File: src/rtl/conv_pkg.sv
// Shared types and constants for the convolution layer sequencer.
// Holds the sequencer state encoding and the per-filter weight/bias footprint.
package conv_pkg;

  typedef enum logic [2:0] {
    IDLE = 3'd0,
    LOAD = 3'd1,
    SWAP = 3'd2,
    CONV = 3'd3,
    NEXT = 3'd4,
    DONE = 3'd5
  } seq_state_e;

  // Weights plus biases: two words per kernel tap, shown for the default 3x3 kernel.
  localparam int KERNEL_WORDS = 3 * 3 * 2;

  function automatic int kernel_words(input int ksize);
    return ksize * ksize * 2;
  endfunction

endpackage

File: src/rtl/conv_perf_counter.sv
// Busy-cycle counter for a sequencer run: clears on run acceptance, counts while busy.
// Holds its value once the run finishes or is aborted.
module conv_perf_counter (
  input  logic        clk_i,
  input  logic        rst_ni,
  input  logic        clear_i,
  input  logic        inc_i,
  output logic [31:0] count_o
);

  logic [31:0] r_count;

  always_ff @(posedge clk_i or negedge rst_ni) begin
    if (!rst_ni) begin
      r_count <= '0;
    end else if (clear_i) begin
      r_count <= '0;
    end else if (inc_i) begin
      r_count <= r_count + 32'd1;
    end
  end

  assign count_o = r_count;

endmodule

File: src/rtl/conv_layer_sequencer.sv
// Steps a conv layer through load/swap/convolve per filter, driving weight and output bases.
// Optional busy-cycle counter port perf_cycles_o is present when CONV_SEQ_PERF_EN is defined.
module conv_layer_sequencer
  import conv_pkg::*;
#(
  parameter int KernelSize    = 3,
  parameter int MatrixSize    = 3,
  parameter int AddrSize      = 10,
  parameter int ConvCountSize = 7
) (
  input  logic                     clk_i,
  input  logic                     rst_ni,
  input  logic                     start_i,
  input  logic                     abort_i,
  input  logic [ConvCountSize-1:0] filter_count_i,
  output logic                     load_req_o,
  input  logic                     load_done_i,
  output logic                     update_o,
  output logic                     conv_start_o,
  input  logic                     conv_done_i,
  output logic [AddrSize-1:0]      weight_base_o,
  output logic [AddrSize-1:0]      out_base_o,
  output logic [ConvCountSize-1:0] filter_idx_o,
  output logic                     busy_o,
  output logic                     done_o
`ifdef CONV_SEQ_PERF_EN
  ,
  output logic [31:0]              perf_cycles_o
`endif
);

  localparam int KWords = kernel_words(KernelSize);
  localparam int MWords = MatrixSize * MatrixSize;
  localparam logic [ConvCountSize-1:0] IdxOne = {{(ConvCountSize-1){1'b0}}, 1'b1};

  seq_state_e                r_state, w_state_d;
  logic [ConvCountSize-1:0]  r_count, w_count_d;
  logic [ConvCountSize-1:0]  r_idx, w_idx_d, w_idx_inc;
  logic [AddrSize-1:0]       r_wbase, r_obase;
  logic                      r_conv_start, r_zero_done;
  logic                      w_base_upd, w_zero_done, w_accept;
  logic [31:0]               w_wbase_full, w_obase_full;

  assign w_idx_inc    = r_idx + IdxOne;
  assign w_wbase_full = 32'(w_idx_d) * 32'(KWords);
  assign w_obase_full = 32'(w_idx_d) * 32'(MWords);

  always_ff @(posedge clk_i or negedge rst_ni) begin
    if (!rst_ni) begin
      r_state      <= IDLE;
      r_count      <= '0;
      r_idx        <= '0;
      r_wbase      <= '0;
      r_obase      <= '0;
      r_conv_start <= 1'b0;
      r_zero_done  <= 1'b0;
    end else begin
      r_state      <= w_state_d;
      r_count      <= w_count_d;
      r_idx        <= w_idx_d;
      r_conv_start <= (r_state == SWAP) && !abort_i;
      r_zero_done  <= w_zero_done;
      if (w_base_upd) begin
        r_wbase <= w_wbase_full[AddrSize-1:0];
        r_obase <= w_obase_full[AddrSize-1:0];
      end
    end
  end

  always_comb begin
    w_state_d   = r_state;
    w_count_d   = r_count;
    w_idx_d     = r_idx;
    w_base_upd  = 1'b0;
    w_zero_done = 1'b0;
    w_accept    = 1'b0;
    load_req_o  = (r_state == LOAD);
    update_o    = (r_state == SWAP);
    busy_o      = (r_state != IDLE);

    // Abort beats any handshake seen in the same cycle; bases keep their last value.
    if (r_state != IDLE && abort_i) begin
      w_state_d = IDLE;
      w_idx_d   = '0;
    end else begin
      unique case (r_state)
        IDLE: begin
          if (start_i) begin
            w_accept = 1'b1;
            if (filter_count_i != '0) begin
              w_count_d  = filter_count_i;
              w_idx_d    = '0;
              w_base_upd = 1'b1;
              w_state_d  = LOAD;
            end else begin
              w_zero_done = 1'b1;
            end
          end
        end
        LOAD:    if (load_done_i) w_state_d = SWAP;
        SWAP:    w_state_d = CONV;
        CONV:    if (conv_done_i) w_state_d = NEXT;
        NEXT: begin
          w_idx_d    = w_idx_inc;
          w_base_upd = 1'b1;
          w_state_d  = (w_idx_inc == r_count) ? DONE : LOAD;
        end
        DONE:    w_state_d = IDLE;
        default: w_state_d = IDLE;
      endcase
    end
  end

  assign conv_start_o  = r_conv_start;
  assign done_o        = (r_state == DONE) || r_zero_done;
  assign weight_base_o = r_wbase;
  assign out_base_o    = r_obase;
  assign filter_idx_o  = r_idx;

`ifdef CONV_SEQ_PERF_EN
  conv_perf_counter u_perf (
    .clk_i   (clk_i),
    .rst_ni  (rst_ni),
    .clear_i (w_accept),
    .inc_i   (busy_o),
    .count_o (perf_cycles_o)
  );
`endif

endmodule
File: config.mk
export PLATFORM = sky130hd
export DESIGN_NAME = conv_layer_sequencer
export DESIGN_NICKNAME = d
export VERILOG_FILES = /design/src/rtl/conv_pkg.sv /design/src/rtl/conv_perf_counter.sv /design/src/rtl/conv_layer_sequencer.sv
export SDC_FILE = /design/constraint.sdc
export NUM_CORES = 1
export LEC_CHECK = 0
export CORE_MARGIN = 1
export CORE_UTILIZATION = 53
export CTS_CLUSTER_DIAMETER = 100
export DETAILED_ROUTE_END_ITERATION = 10
export PLACE_DENSITY_LB_ADDON = 0.25
export SLEW_MARGIN = 0
export SYNTH_ARGS = -nofsm -noshare
export SYNTH_HDL_FRONTEND = slang
export SYNTH_SLANG_ARGS = --single-unit
export TNS_END_PERCENT = 20
File: constraint.sdc
create_clock -name clk_i -period 5.8 [get_ports clk_i]
set_input_delay 0.58 -clock clk_i [delete_from_list [all_inputs] [get_ports clk_i]]
set_output_delay 0.58 -clock clk_i [all_outputs]
set_load 0.005 [all_outputs]
==> results of run 1 <==
[routing by layer]
| layer | track usage | routed length (um) |
|---|---|---|
| met1 | 0.297 | 1820 |
| met2 | 0.368 | 1880 |
| met3 | 0.0756 | 233 |
| met4 | 0.110 | 59 |
| met5 | 0 | 0 |
[worst max path at each step]
| stage | startpoint | end | slack [ps] | cells past startpoint |
|---|---|---|---|---|
| after floorplan | filter_count_i[2] | out_base_o[9] | 2550 | 12 |
| after global placement | start_i | out_base_o[9] | 1720 | 13 |
| after detailed placement | filter_count_i[2] | out_base_o[9] | 1610 | 13 |
| after CTS | filter_count_i[2] | out_base_o[9] | 1940 | 13 |
| after global routing | filter_count_i[2] | out_base_o[9] | 1690 | 13 |
| final | filter_count_i[2] | out_base_o[9] | 1890 | 13 |
[registers in the layout, summed over array words and instances, names as in the netlist]
register and cells:
conv_start_o 1, filter_idx_o 7, out_base_o 10, r_count 7, r_state 3, r_zero_done 1
[cell usage in the layout, fill, tap and decap left out, drive strengths merged, types with 5 or more instances in the layout]
master / synthesis / routed
clkbuf: 4 / 7
nand2: 19 / 19
a21oi: 10 / 10
nor2: 16 / 16
mux2: 9 / 9
xor2: 7 / 7
o21ai: 8 / 8
clkdlybuf4s50: 0 / 43
inv: 7 / 7
xnor2: 9 / 9
ha: 6 / 6
or3: 5 / 5
nor3: 5 / 5
dfrtp: 29 / 29
[metrics by stage]
stage / std cells / total power, uW / hold slack, ps
2_1_floorplan: 196 / 529 / 284
3_3_place_gp: 269 / 640 / 472
3_5_place_dp: 269 / 649 / 477
4_1_cts: 276 / 776 / 497
5_1_grt: 276 / 832 / 529
6_report: 276 / 771 / 488
[critical path, cell delays in order]
cell,delay (ps)
clkdlybuf4s50_1,420
nor4_1,600
a21oi_4,280
o211ai_1,480
nand2_1,190
xnor2_1,170
ha_1,380
a21oi_1,230
a21o_1,170
nor2_1,40
a22o_1,260
nand3b_1,160
a41oi_1,200
[area by class of cell]
cell class                 instances  share of cell area
multi-input combinational        143               0.433
sequential                        29               0.316
timing repair buffer              44               0.191
tap                               46              0.0250
clock buffer                       7              0.0240
inverter                           7              0.0114
[report_power, final]
part,leakage [uW],internal [uW],switching [uW],total [uW]
sequential,0.000377,257,52.7,310
clock,0.0000314,57.1,69.3,126
combinational,0.000553,190,145,335
[logic make-up (layout without fill, tap and decap cells)]
group / count (synthesis) / count (layout) / synth area share
simple gates: 70 / 70 / 0.195
flops: 29 / 29 / 0.391
other cells: 1 / 1 / 0.00202
xor+xnor: 16 / 16 / 0.0754
fa+ha+maj: 8 / 8 / 0.0566
buf+inv: 24 / 58 / 0.0734
compound gates: 39 / 39 / 0.153
mux: 9 / 9 / 0.0545
==> flow_summary.yaml, run 1 <==
layout:
  drive_gt1_frac: 0.109
  fillers: 280
  multiInputGateArea_sq_um: 996
  areaGrowthSynthToFinish_pct: 23.7
  fin_util: 0.689
  regArea_sq_um: 726
  diodes: 0
  final_cell_area_sq_um: 2300
  final_nets: 250
global_route:
  grt_pass1_vias: 1421
  grt_pass1_wl_um: 6230
  grt_max_degree: 30
  overflow: 0
  grt_usage: 0.235
  antenna_found_initial: 0
synth:
  syn-cell-area_sq_um: 1860
  synth_fp_nets: 216
  synthTopCellsByCount: "dfrtp_1, nand2_1, nor2_1, buf_4"
  ys_warn_count: 0
  synth_area_leaders: "dfrtp_1, mux2_2, xnor2_1, buf_4, ha_1"
  synth_seq_cells: 29
  synth_cell_type_count: 51
  avgSynthCellArea_sq_um: 9.48
  synth_edf_count: 0
  yosys.area.top_type: "dfrtp_1"
  seq_area_frac_synth: 0.391
  synthCells: 196
  synthArstFlopShare: 1.00
  synth_top_area_frac: 0.391
  yosysMostFrequentCell: "dfrtp_1"
  ys.flop_type: "dfrtp_1"
power:
  powerDensity_nw_per_um2: 336
  ir_worst_vdd_uv: 220
  leakage_uw: 0.000961
timing:
  period_needed_ps: 3910
  fmax_ghz: 0.255
  worst_pin_slew_ps: 789
  slew_headroom: 0.473
  hold_viol: 0
  setup-tns-final_ps: 0
  fin_ws_ps: 1890
  maxSlewViolCount: 0
  fin_crit_sh: 0.675
  fin_skew_ps: 11.5
  finalSetupViolations: 0
  rsz0062_at_grt: "no"
route:
  wl_per_cell_um: 14.5
  drc: 0
  num_vias: 1570
  routed_wl_um: 3990
  ant_nets: 0
  routed_via_density: 5.69
  drt_iter0_drc: 75
  drt-pass1-iter-count: 4
cts:
  cts_tree: "built"
  clk_pin_slew_worst_paths_ps: 80
  cts_made_buffers: 5
  postCtsSetupRepairBufs: 0
  cts.sinks: 29
  clock_path_buffers: 2
  cts_root_buf: "clkbuf_4"
  cts.repair.resized: 0
  htreeDepth: 2
  ctsHoldBuffers: 0
  insertion_delay_ps: 340
floorplanning:
  io_pins: 45
  dieHeight_um: 61.2
  initial_core_util: 0.557
  die_x_um: 61.2
  dieArea_sq_um: 3750
  rows: 21
  core_sq_um: 3340
place:
  io_buffers: 43
  placed_cell_area_sq_um: 2240
  gp_congestion: 0.853
  dp_hpwl_um: 2940
  place_ws_ps: 1610
run_status:
  status: "finished, final reports clean"
worst_setup_path:
  reg2reg_from: "r_state[0]"
  rr_worst_depth: 12
  arrival_ps: 4160
  cp_data_required_time_ps: 6050
  critPathCaptureType: "register"
  worstSetupPathType: "input port to register"
  crit_fanout: 18
  start_kind: "input port"
  reg2reg_slack_ps: 2020
  r2r_end: "out_base_o[9]"
worst_hold_path:
  hold_class: "register to register"
  hold_start: "out_base_o[3]"
  holdPathEnd: "out_base_o[3]"
  hold_depth: 2
flow_run:
  maxCapViolations: 0
No activity file was read; power rests on OpenSTA's default activity.
==> inputs of run 2 (changes only) <==
--- a/config.mk
+++ b/config.mk
@@ -6,7 +6,7 @@
 export NUM_CORES = 1
 export LEC_CHECK = 0
 export CORE_MARGIN = 1
-export CORE_UTILIZATION = 53
+export CORE_UTILIZATION = 49
 export CTS_CLUSTER_DIAMETER = 100
 export DETAILED_ROUTE_END_ITERATION = 10
 export PLACE_DENSITY_LB_ADDON = 0.25
==> constraint.sdc (replaced) <==
create_clock -name clk_i -period 3.71 [get_ports clk_i]
set_input_delay 0.371 -clock clk_i [delete_from_list [all_inputs] [get_ports clk_i]]
set_output_delay 0.371 -clock clk_i [all_outputs]
set_load 0.005 [all_outputs]
==> run 2 against run 1 <==
Against the previous run: non-clock buffer count rose by 10; cell count rose by 4.3%; sequential share of layout area fell by 1.4 points; register-to-register slack got worse by 1700 ps; first-iteration DRC count rose by 8.0%; clock-buffer cell count did not move; hold slack got worse by 19 ps; via count rose by 0.19%; clock skew fell by 6.1 ps; critical path type is now register to register.
==> flow_summary.yaml, run 2 (synthesized netlist as in run 1, its figures left out) <==
layout:
  layout_commonest_cell: "clkdlybuf4s50_1"
  diodes: 0
  drive_gt1_frac: 0.146
  post_layout_nonfiller_instances: 288
  areaGrowthSynthToFinish_pct: 29.6
  fin_util: 0.658
  final_cell_mix: "clkdlybuf4s50_1, dfrtp_1, nand2_1"
  final_cell_area_sq_um: 2410
  largest_register_ffs: 10
  final_nets: 260
cts:
  htreeDepth: 2
  cts.sinks: 29
  insertion_delay_ps: 280
  cts_root_buf: "clkbuf_8"
  clock_path_buffers: 2
  cts_made_buffers: 5
  clk_pin_slew_worst_paths_ps: 60
  cts_tree: "built"
  ctsHoldBuffers: 0
  cts.repair.resized: 0
  postCtsSetupRepairBufs: 0
route:
  ant_nets: 0
  drt_iter0_drc: 81
  routed_wl_um: 3890
  num_vias: 1573
  wl_per_cell_um: 13.5
  drc: 0
  routed_via_density: 5.46
  drt-pass1-iter-count: 4
floorplanning:
  io_pins: 45
  core_sq_um: 3660
  die_x_um: 63.6
  rows: 22
  dieHeight_um: 63.6
  dieArea_sq_um: 4040
  initial_core_util: 0.508
flow_run:
  maxCapViolations: 0
global_route:
  antenna_found_initial: 0
  grt_pass1_vias: 1485
  overflow: 0
  grt_max_degree: 30
  grt_pass1_wl_um: 6630
  grt_usage: 0.217
place:
  gp_congestion: 0.892
  placed_cell_area_sq_um: 2320
  dp_hpwl_um: 2870
  dp.cells: 281
  io_buffers: 43
timing:
  period_needed_ps: 3400
  hold_viol: 0
  fin_crit_sh: 0.917
  slew_headroom: 0.669
  finalSetupViolations: 0
  fin_skew_ps: 5.37
  setup-tns-final_ps: 0
  maxSlewViolCount: 0
  worst_pin_slew_ps: 495
  fmax_ghz: 0.294
  rsz0062_at_grt: "no"
power:
  power.total_uw: 1300
  powerDensity_nw_per_um2: 542
  leakage_uw: 0.00103
  ir_worst_vdd_uv: 324
worst_setup_path:
  crit_fanout: 6
  slowest_stage: "or4_1"
  arrival_ps: 3600
  worstSetupPathType: "register to register"
  crit_chain: "ha_1 -> nand3_1 -> or4_1 -> o211ai_1 -> nand2_1 -> xnor2_1 -> ha_1 -> a21oi_1 -> a21o_1 -> nor2_1 -> a22o_1 -> nand3b_1 -> a41oi_1"
  critPathCaptureType: "register"
  start_kind: "register"
  cp_data_required_time_ps: 3910
  max_stage_delay_ps: 510
  crit_top_cell: "ha_1"
worst_hold_path:
  hold_class: "input port to asynchronous set/reset pin"
run_status:
  status: "finished, final reports clean"
## run 2: final timing paths
path	startpoint	end	slack, ps	depth (start not counted)
setup reg to reg	filter_idx_o[0]	out_base_o[9]	310	13
hold reg to reg	out_base_o[3]	out_base_o[3]	490	2
hold / removal	rst_ni	r_state[0]	470	2
min in group clk_i	out_base_o[3]	out_base_o[3]	490	2
max in group asynchronous	rst_ni	r_count[0]	2950	2
setup / recovery	filter_idx_o[0]	out_base_o[9]	310	13
## run 2: area by class of cell
type                       count  area (sq um)
inverter                       7          26.3
fill                         308          1250
clock buffer                   7          86.3
sequential                    29           726
multi-input combinational    143           996
timing repair buffer          54           513
tap                           48          60.1
## run 2: per-stage QoR
| step | worst slack (ps) | hold slack [ps] |
|---|---|---|
| floorplan | 498 | 75.4 |
| global placement | 229 | 475 |
| detailed placement | 161 | 483 |
| CTS | 319 | 489 |
| global route | 84.4 | 517 |
| finish | 308 | 469 |
## run 2: critical path: cells and delay by family (launching register included)
kind            cells  cell delay [ps]
fa+ha+maj           2              670
xor+xnor            1              160
compound gates      5              940
simple gates        5             1070
flops               1              470
## run 2: power breakdown
| part | switching, uW | internal [uW] |
|---|---|---|
| Combinational | 257 | 326 |
| Sequential | 55.5 | 403 |
| Clock | 115 | 147 |
| Total | 427 | 877 |
## run 2: routing by layer
| metal | track usage | share of wire | up-vias |
|---|---|---|---|
| met1 | 0.280 | 0.48 | 743 |
| li1 | - | - | 770 |
| met5 | 0 | 0 | - |
| met2 | 0.343 | 0.45 | 50 |
| met4 | 0.102 | 0.021 | 0 |
| met3 | 0.0453 | 0.045 | 10 |
==> inputs of run 3 (changes only) <==
--- a/config.mk
+++ b/config.mk
@@ -10,6 +10,7 @@
 export CTS_CLUSTER_DIAMETER = 100
 export DETAILED_ROUTE_END_ITERATION = 10
 export PLACE_DENSITY_LB_ADDON = 0.25
+export SKIP_LAST_GASP = 1
 export SLEW_MARGIN = 0
 export SYNTH_ARGS = -nofsm -noshare
 export SYNTH_HDL_FRONTEND = slang
==> results of run 3 <==
Same layout as run 2: the final DEF is identical, and so are final timing and power.
